===== src/rtl/proc_pkg.sv =====
// proc_pkg: definitions shared by the processor pipeline stages.
//   WORD / REG_ADDR : default data word width and register-address width
//   mem_state_t     : states of the memory-access stage
//   wb_t            : write-back bundle (data, destination register, enable)
package proc_pkg;

    localparam int WORD     = 16;
    localparam int REG_ADDR = 4;

    typedef enum logic [1:0] {
        IDLE,
        REQ,
        WAIT,
        RESP
    } mem_state_t;

    typedef struct packed {
        logic [WORD-1:0]     data;
        logic [REG_ADDR-1:0] rd;
        logic                en;
    } wb_t;

endpackage


===== src/rtl/mem_timeout_counter.sv =====
// mem_timeout_counter: saturating cycle counter that bounds how long the
// memory stage waits for read data.
//   clk, rst  : clock, asynchronous active-low reset
//   clear     : synchronous clear (wins over enable)
//   enable    : count one cycle
//   expired   : high during the enabled cycle whose increment brings the
//               count to TIMEOUT, so the caller leaves after exactly
//               TIMEOUT counted cycles
module mem_timeout_counter
    import proc_pkg::*;
#(
    parameter int TIMEOUT = 15
) (
    input  logic clk,
    input  logic rst,
    input  logic clear,
    input  logic enable,
    output logic expired
);

    localparam int CW = $clog2(TIMEOUT + 1);

    logic [CW-1:0] count;

    // Count stops at TIMEOUT instead of wrapping back to zero.
    always_ff @(posedge clk or negedge rst) begin
        if (!rst) begin
            count <= '0;
        end else if (clear) begin
            count <= '0;
        end else if (enable && (count != CW'(TIMEOUT))) begin
            count <= count + CW'(1);
        end
    end

    assign expired = enable && (count == CW'(TIMEOUT - 1));

endmodule


===== src/rtl/memory_cycle.sv =====
// memory_cycle: pipeline stage performing the data-memory access for the
// result of the execute stage, then registering the write-back bundle.
//   clk, rst                 : clock, asynchronous active-low reset
//   in_valid, aluout, bout,
//   rdout, memread, memwrite,
//   regwrite                 : instruction from the execute stage
//   stall                    : upstream must hold its outputs this cycle
//   mem_req, mem_we,
//   mem_addr, mem_wdata      : request side of the memory handshake
//   mem_ready, mem_rvalid,
//   mem_rdata                : memory acceptance and read-data return
//   wb_data, wb_rd, wb_en    : registered write-back to the register file
//   err                      : one-cycle pulse on timeout or illegal op
module memory_cycle
    import proc_pkg::*;
#(
    parameter int WIDTH   = WORD,
    parameter int RADDR   = REG_ADDR,
    parameter int TIMEOUT = 15
) (
    input  logic             clk,
    input  logic             rst,
    input  logic             in_valid,
    input  logic [WIDTH-1:0] aluout,
    input  logic [WIDTH-1:0] bout,
    input  logic [RADDR-1:0] rdout,
    input  logic             memread,
    input  logic             memwrite,
    input  logic             regwrite,
    output logic             stall,
    output logic             mem_req,
    output logic             mem_we,
    output logic [WIDTH-1:0] mem_addr,
    output logic [WIDTH-1:0] mem_wdata,
    input  logic             mem_ready,
    input  logic             mem_rvalid,
    input  logic [WIDTH-1:0] mem_rdata,
    output logic [WIDTH-1:0] wb_data,
    output logic [RADDR-1:0] wb_rd,
    output logic             wb_en,
    output logic             err
);

    mem_state_t state, next_state;

    logic [WIDTH-1:0] addr_q;
    logic [WIDTH-1:0] wdata_q;
    logic [WIDTH-1:0] rdata_q;
    logic [RADDR-1:0] rd_q;
    logic             regwrite_q;
    logic             load_q;
    logic             aborted_q;
    logic             expired;
    logic             is_mem_op;
    logic             is_illegal;
    logic             accepted;
    logic             waiting;

    assign is_mem_op  = memread ^ memwrite;
    assign is_illegal = memread & memwrite;
    assign accepted   = (state == REQ) && mem_ready;
    assign waiting    = (state == WAIT);

    // Address and data come straight from the latches, so they stay stable
    // for as long as the request is waiting for acceptance.
    assign mem_addr  = addr_q;
    assign mem_wdata = wdata_q;

    mem_timeout_counter #(
        .TIMEOUT (TIMEOUT)
    ) u_timeout (
        .clk     (clk),
        .rst     (rst),
        .clear   (accepted),
        .enable  (waiting),
        .expired (expired)
    );

    always_ff @(posedge clk or negedge rst) begin
        if (!rst) begin
            state <= IDLE;
        end else begin
            state <= next_state;
        end
    end

    // Requests are decoded from the registered state, so an asynchronous
    // reset drops mem_req immediately. The IDLE stall is gated by reset so
    // stall reads 0 while reset is held.
    always_comb begin
        next_state = state;
        stall      = 1'b0;
        mem_req    = 1'b0;
        mem_we     = 1'b0;
        case (state)
            IDLE: begin
                if (in_valid && is_mem_op && rst) begin
                    stall      = 1'b1;
                    next_state = REQ;
                end
            end
            REQ: begin
                stall   = 1'b1;
                mem_req = 1'b1;
                mem_we  = ~load_q;
                if (mem_ready) begin
                    next_state = load_q ? WAIT : RESP;
                end
            end
            WAIT: begin
                stall = 1'b1;
                if (mem_rvalid || expired) begin
                    next_state = RESP;
                end
            end
            RESP: begin
                next_state = IDLE;
            end
            default: begin
                next_state = IDLE;
            end
        endcase
    end

    // Latches for the in-flight instruction and the write-back registers.
    // wb_en and err default low so they only pulse for one cycle; wb_data
    // and wb_rd hold between loading edges. Read data arriving together
    // with the last allowed WAIT cycle still counts as a successful load.
    always_ff @(posedge clk or negedge rst) begin
        if (!rst) begin
            addr_q     <= '0;
            wdata_q    <= '0;
            rdata_q    <= '0;
            rd_q       <= '0;
            regwrite_q <= 1'b0;
            load_q     <= 1'b0;
            aborted_q  <= 1'b0;
            wb_data    <= '0;
            wb_rd      <= '0;
            wb_en      <= 1'b0;
            err        <= 1'b0;
        end else begin
            wb_en <= 1'b0;
            err   <= 1'b0;
            case (state)
                IDLE: begin
                    if (in_valid) begin
                        if (is_illegal) begin
                            err <= 1'b1;
                        end else if (is_mem_op) begin
                            addr_q     <= aluout;
                            wdata_q    <= bout;
                            rd_q       <= rdout;
                            regwrite_q <= regwrite;
                            load_q     <= memread;
                            aborted_q  <= 1'b0;
                        end else begin
                            wb_data <= aluout;
                            wb_rd   <= rdout;
                            wb_en   <= regwrite;
                        end
                    end
                end
                WAIT: begin
                    if (mem_rvalid) begin
                        rdata_q <= mem_rdata;
                    end else if (expired) begin
                        aborted_q <= 1'b1;
                    end
                end
                RESP: begin
                    if (aborted_q) begin
                        err <= 1'b1;
                    end else if (load_q) begin
                        wb_data <= rdata_q;
                        wb_rd   <= rd_q;
                        wb_en   <= regwrite_q;
                    end
                end
                default: begin
                end
            endcase
        end
    end

endmodule


===== config.mk =====
export PLATFORM = sky130hd
export DESIGN_NAME = memory_cycle
export DESIGN_NICKNAME = d
export VERILOG_FILES = /design/src/rtl/proc_pkg.sv /design/src/rtl/mem_timeout_counter.sv /design/src/rtl/memory_cycle.sv
export SDC_FILE = /design/constraint.sdc
export NUM_CORES = 1
export LEC_CHECK = 0
export ABC_AREA = 1
export CAP_MARGIN = 5
export CORE_ASPECT_RATIO = 1.5
export CORE_MARGIN = 3
export CORE_UTILIZATION = 40
export CTS_CLUSTER_SIZE = 40
export DETAILED_ROUTE_END_ITERATION = 8
export PLACE_DENSITY = 0.7
export SLEW_MARGIN = 40
export SYNTH_ARGS = -nofsm -noshare
export SYNTH_HDL_FRONTEND = slang
export SYNTH_HIERARCHICAL = 1
export SYNTH_SLANG_ARGS = --single-unit

===== constraint.sdc =====
create_clock -name clk -period 1.9 [get_ports clk]
set_clock_uncertainty 0.05 [all_clocks]
set_input_delay 0.38 -clock clk [delete_from_list [all_inputs] [get_ports clk]]
set_output_delay 0.38 -clock clk [all_outputs]
set_load 0.005 [all_outputs]

Word-level counts from Yosys, hierarchy flattened
Cells that the tools add are included.
{"block": "totals", "ff_bits": 83, "in_bits": 60, "word_cells": 89}
{"block": "op_classes", "mux": 39, "eq_ne": 16, "bitwise_logic": 4, "n_addsub": 1, "reduce_logical": 16}
{"operator": "$mux W16", "n": 5}
{"operator": "$pmux W16 S2", "n": 1}
{"operator": "$mux W4", "n": 7}
{"operator": "$ne A2 B2 Y1 const B", "n": 11}
{"operator": "$mux W1", "n": 17}
{"operator": "$reduce_and A6 Y1", "n": 2}
{"operator": "$pmux W1 S2", "n": 4}
{"operator": "$pmux W2 S4", "n": 1}
{"operator": "$pmux W4 S2", "n": 1}
{"operator": "$mux W2", "n": 3}
{"operator": "$reduce_bool A2 Y1", "n": 3}
{"operator": "$logic_and A1 B1 Y1", "n": 5}
{"operator": "$add A4 B1 Y4 const B", "n": 1}
{"operator": "$eq A2 B2 Y1 const B", "n": 2}
{"operator": "$eq A4 B4 Y1 const B", "n": 1}
{"operator": "$ne A4 B4 Y1 const B", "n": 1}
{"operator": "$reduce_and A4 Y1", "n": 1}
{"operator": "$reduce_and A3 Y1", "n": 1}
{"operator": "$eq A2 B1 Y1 const B", "n": 1}
{"operator": "$logic_not A2 Y1", "n": 1}
{"operator": "$not A1 Y1", "n": 2}
{"operator": "$reduce_and A2 Y1", "n": 1}
{"operator": "$reduce_or A2 Y1", "n": 1}
{"operator": "$and A1 B1 Y1", "n": 1}
{"operator": "2 further kinds", "n": 2}

Longest topological paths before layout
{"block": "depth", "word_depth": 5, "depth_mapped": 10, "mapped_depth_nobuf": 10}

Cells and area by module
The synthesis kept the hierarchy.
{"mod": "memory_cycle", "seq_area_each_um2": 1976.9, "area_per_inst_um2": 3642.2, "instances": 1, "cells_per_inst": 398}
{"mod": "mem_timeout_counter", "seq_area_each_um2": 100.1, "area_per_inst_um2": 246.5, "instances": 1, "cells_per_inst": 33}

Worst setup path after synthesis
Ideal clock, no wire load.
{"block": "synth_path", "path_kind": "register to register", "from": "reg state[0]", "to": "reg rdata_q[0]", "arrival_ps": 1359, "path_buffers": 1, "slack_ps": 366, "stages_incl_launch_ff": 6, "required_ps": 1725, "path_cell_list": "dfrtp_1 inv_1 ha_1 nand2_4 buf_6 mux2_4"}
{"block": "synth_between", "elab_chain_cells": 2}
{"item": "start: declaration", "line": "memory_cycle.sv:44", "source": "mem_state_t state, next_state;"}
{"item": "start signal: assignment", "line": "memory_cycle.sv:83", "source": "state <= next_state;"}
{"item": "$eq A2 B2 Y1"}
{"item": "net waiting", "line": "memory_cycle.sv:57", "source": "logic waiting;"}
{"item": "$reduce_and A2 Y1 (no source line)"}
{"item": "end signal: assignment", "line": "memory_cycle.sv:166", "source": "rdata_q <= mem_rdata;"}
{"item": "end: declaration", "line": "memory_cycle.sv:48", "source": "logic [WIDTH-1:0] rdata_q;"}
The timed path passes the listed nets, and every way through them passes these cells.
A chain may end at the register's enable or synchronous reset.

Final worst setup path
{"block": "layout_path", "from": "reg state[1]", "to": "out stall"}
{"block": "layout_between", "elab_chain_cells": 3, "elab_cells_between_ends": 5, "classes_between": "eq/ne (2); mux (1); reduce/logical (2)"}
{"item": "$eq A2 B1 Y1 / $eq A2 B2 Y1 (equally long branches)", "line": "memory_cycle.sv:95", "source": "case (state)"}
{"item": "$reduce_or A2 Y1 (no source line)"}
{"item": "$pmux W1 S2 *", "line": "memory_cycle.sv:95"}
{"item": "end: declaration", "line": "memory_cycle.sv:30", "source": "output logic stall,"}
Every way passes the cells marked *; elsewhere a longest branch is shown, timed or not.

==> metrics.txt <==
hpwl dp=6800 um; top cells by area, synth=dfrtp_1 (53%), nand2_1 (13%), inv_1 (5.0%); Bufs and invs on worst path=3; Post-Syn Nets=498; Synth Cell Area=between 3000 and 4000 um2; clock latency at the later pin of the worst-skew pair=0.33 ns; Period minus WS final=1.85 ns; Synth Register Bits=83; Root Driver=clkbuf_16; Pwr Density=1630 nW/um2; HP Class=input port to async pin; CTS Hold Buffers Added=0; WP data required=1.47 ns; crit end category=output port; # fillers=843; die area=between 10000 and 15000 um2; Routed WL per cell=13.3 um; setup TNS=0 ns; Slowest-stage cell, CP=dfrtp_1; Avg Cell Area, Syn=9.02 um2; Layout area overhead=42.9%; 1st-iter DRT viols=107; Post-CTS Setup Bufs=0; Setup crit start kind=register; diode count=0; layout cell share with drive strength beyond 1=a little over an eighth; RSZ-0062 raised after global routing=true; max-slew violation count=0; drt first pass iters=4; placed insts=660; most used cell, CP=nor2_1; Cell Rows=43; NumNets Final=626; final global-route overflow total=0; Die Span Y=127 um; Pleak=0.00277 uW; post-DR vias/cell=4.66; slowest stage delay, CP=~0.38 ns; I/O Buffers=~120; largest net degree at the start of global routing=84; Post-Syn Instances=431; clk sinks=83; first-pass GRT wire length=15100 um; antenna viol nets, final=0; share of the synthesized area in the top cell type=53.4%; Routability Congestion=around 0.77; Max Clk Rate=540 MHz; Initial Utilization=41.5%; final wirelength=9020 um; DP Area=5240 um2; CTS buffer count=9; # H-tree levels=3; outcome=completed; IO Count=between 100 and 150; DR vias=approximately 3200; delay-heaviest family, CP=flip-flops; count of different cell masters after synthesis=27; final instance area=5560 um2; most area-hungry cell type in the Yosys netlist=dfrtp_1; Reg area=2080 um2; Crit Path Max Fanout=2; area occupied by multi-input gates=approximately 1500 um2; CTS tree=yes; antenna violations before repair=0; Crit Path Category=register to output port; Setup-failing EPs final=0; critical path cell sequence=inv_1 > ha_1 > inv_1 > nor2_1 > nor2_1 > nor2_1 > buf_2; CTS max path bufs=2; Core ar.=9360 um2; register area share after synthesis=between 50% and 60%; clk slew on worst S/H paths=approximately 0.060 ns; number of global-route vias before repair=between 3000 and 4000; maximum capacitance violations=0; Peak supply drop=1.10 mV; Synthesis Warnings=6; GRT Total Usage=17.5%; final cell count without fillers=roughly 680; Worst Max-Slew Pin Slew=0.439 ns; DRC viols=0; final period utilization=97.4%; Die X=about 87 um; Final Hold Fails=0; relative slew slack=a little over two thirds; WP data arrival=1.42 ns
[area by class of cell]
cell class                      instances  area share [%]
Clock buffer                           15            5.00
Inverter                               54            3.67
Sequential cell                        83            37.4
Multi-Input combinational cell        273            26.3
Timing Repair Buffer                  138            24.6
Tap cell                              112            2.52
Clock inverter                          1           0.541
[timing repair]
action / CTS / global route
endpoints found under the setup margin: 3 / 3
pin swaps: 2 / 1
resized for setup: 6 / 6
[per-layer routing]
metal,GRT usage (%),wire (um),vias to the layer above
li1,-,-,1619
met1,20.7,3670,1432
met2,30.4,4710,81
met3,2.53,373,18
met4,8.62,262,0
met5,0,0,-
[cell families (layout without fill, tap and decap cells)]
family | after synthesis | in the layout | synth area share (%)
AOI/OAI and AO/OA | 63 | 63 | 9.07
xor gates and xnor gates | 1 | 1 | 0.225
adders and majority gates | 7 | 7 | 2.25
buffers and inverters | 75 | 208 | 9.46
DFF | 83 | 83 | 53.4
muxes | 16 | 16 | 5.50
and+or+nand+nor | 186 | 186 | 20.1
[per-stage QoR]
stage	setup slack [ns]	hold WS [ns]	power, uW	util, %
after global placement	-0.561	0.407	7260	56.0
after detailed placement	-0.534	0.408	7390	56.0
after CTS	-0.159	0.0855	9180	59.2
after global routing	-0.0308	0.0964	9800	59.3
after floorplan	0.366	0.0344	5380	-
final	0.0495	0.0688	9070	59.3
[sequential cells by signal, indices dropped and copies added, names as in the netlist, 2 cells and up]
register         count
mem_addr            16
mem_wdata           16
rdata_q             16
wb_data             16
rd_q                 4
u_timeout/count      4
wb_rd                4
state                2
[Yosys cell counts]
cell type / count
clkinv_2: 1
buf_4: 2
o21ai_1: 21
nand3_1: 33
ha_1: 7
clkbuf_1: 2
nor2_2: 1
inv_1: 52
o21ai_0: 29
nor2_4: 1
nand2_1: 132
nand2_4: 1
o21ai_2: 10
xor2_1: 1
a21oi_1: 3
and2_1: 1
buf_2: 7
nand4_1: 4
dfrtp_1: 83
nand3_2: 1
mux2_2: 7
mux2_4: 9
nand2_2: 2
buf_6: 9
nor2_1: 10
clkbuf_2: 1
inv_2: 1
[final timing paths]
| kind | from | endpoint | slack [ns] | cells after the start |
|---|---|---|---|---|
| worst max-delay path | state[1] | stall | 0.05 | 7 |
| min in group clk | memread | load_q | 0.35 | 3 |
| max in group asynchronous | rst | state[0] | 1.37 | 2 |
| worst min register to register | wb_data[9] | wb_data[9] | 0.42 | 2 |
| worst min-delay path | rst | mem_addr[13] | 0.07 | 2 |
| worst max register to register | state[0] | wb_data[13] | 0.14 | 10 |
[power breakdown]
part           internal (uW)  leakage, uW  switching, uW
Clock                   1130     0.000150            647
Sequential              2650      0.00103            501
Combinational           2280      0.00159           1870
[layout by cell type (no fill, tap or decap), drive strengths merged]
| cell type | Yosys | routed |
|---|---|---|
| nand4 | 4 | 4 |
| ha | 7 | 7 |
| dlymetal6s2s | 0 | 2 |
| clkdlybuf4s50 | 0 | 110 |
| mux2 | 16 | 16 |
| bufinv | 0 | 1 |
| clkinv | 1 | 1 |
| buf | 18 | 24 |
| and2 | 1 | 1 |
| nor2 | 12 | 12 |
| nand3 | 34 | 34 |
| a21oi | 3 | 3 |
| xor2 | 1 | 1 |
| o21ai | 60 | 60 |
| dlygate4sd2 | 0 | 1 |
| dfrtp | 83 | 83 |
| nand2 | 135 | 135 |
| inv | 53 | 53 |
| clkbuf | 3 | 16 |
Note: power is estimated with default switching activity, not from simulation.
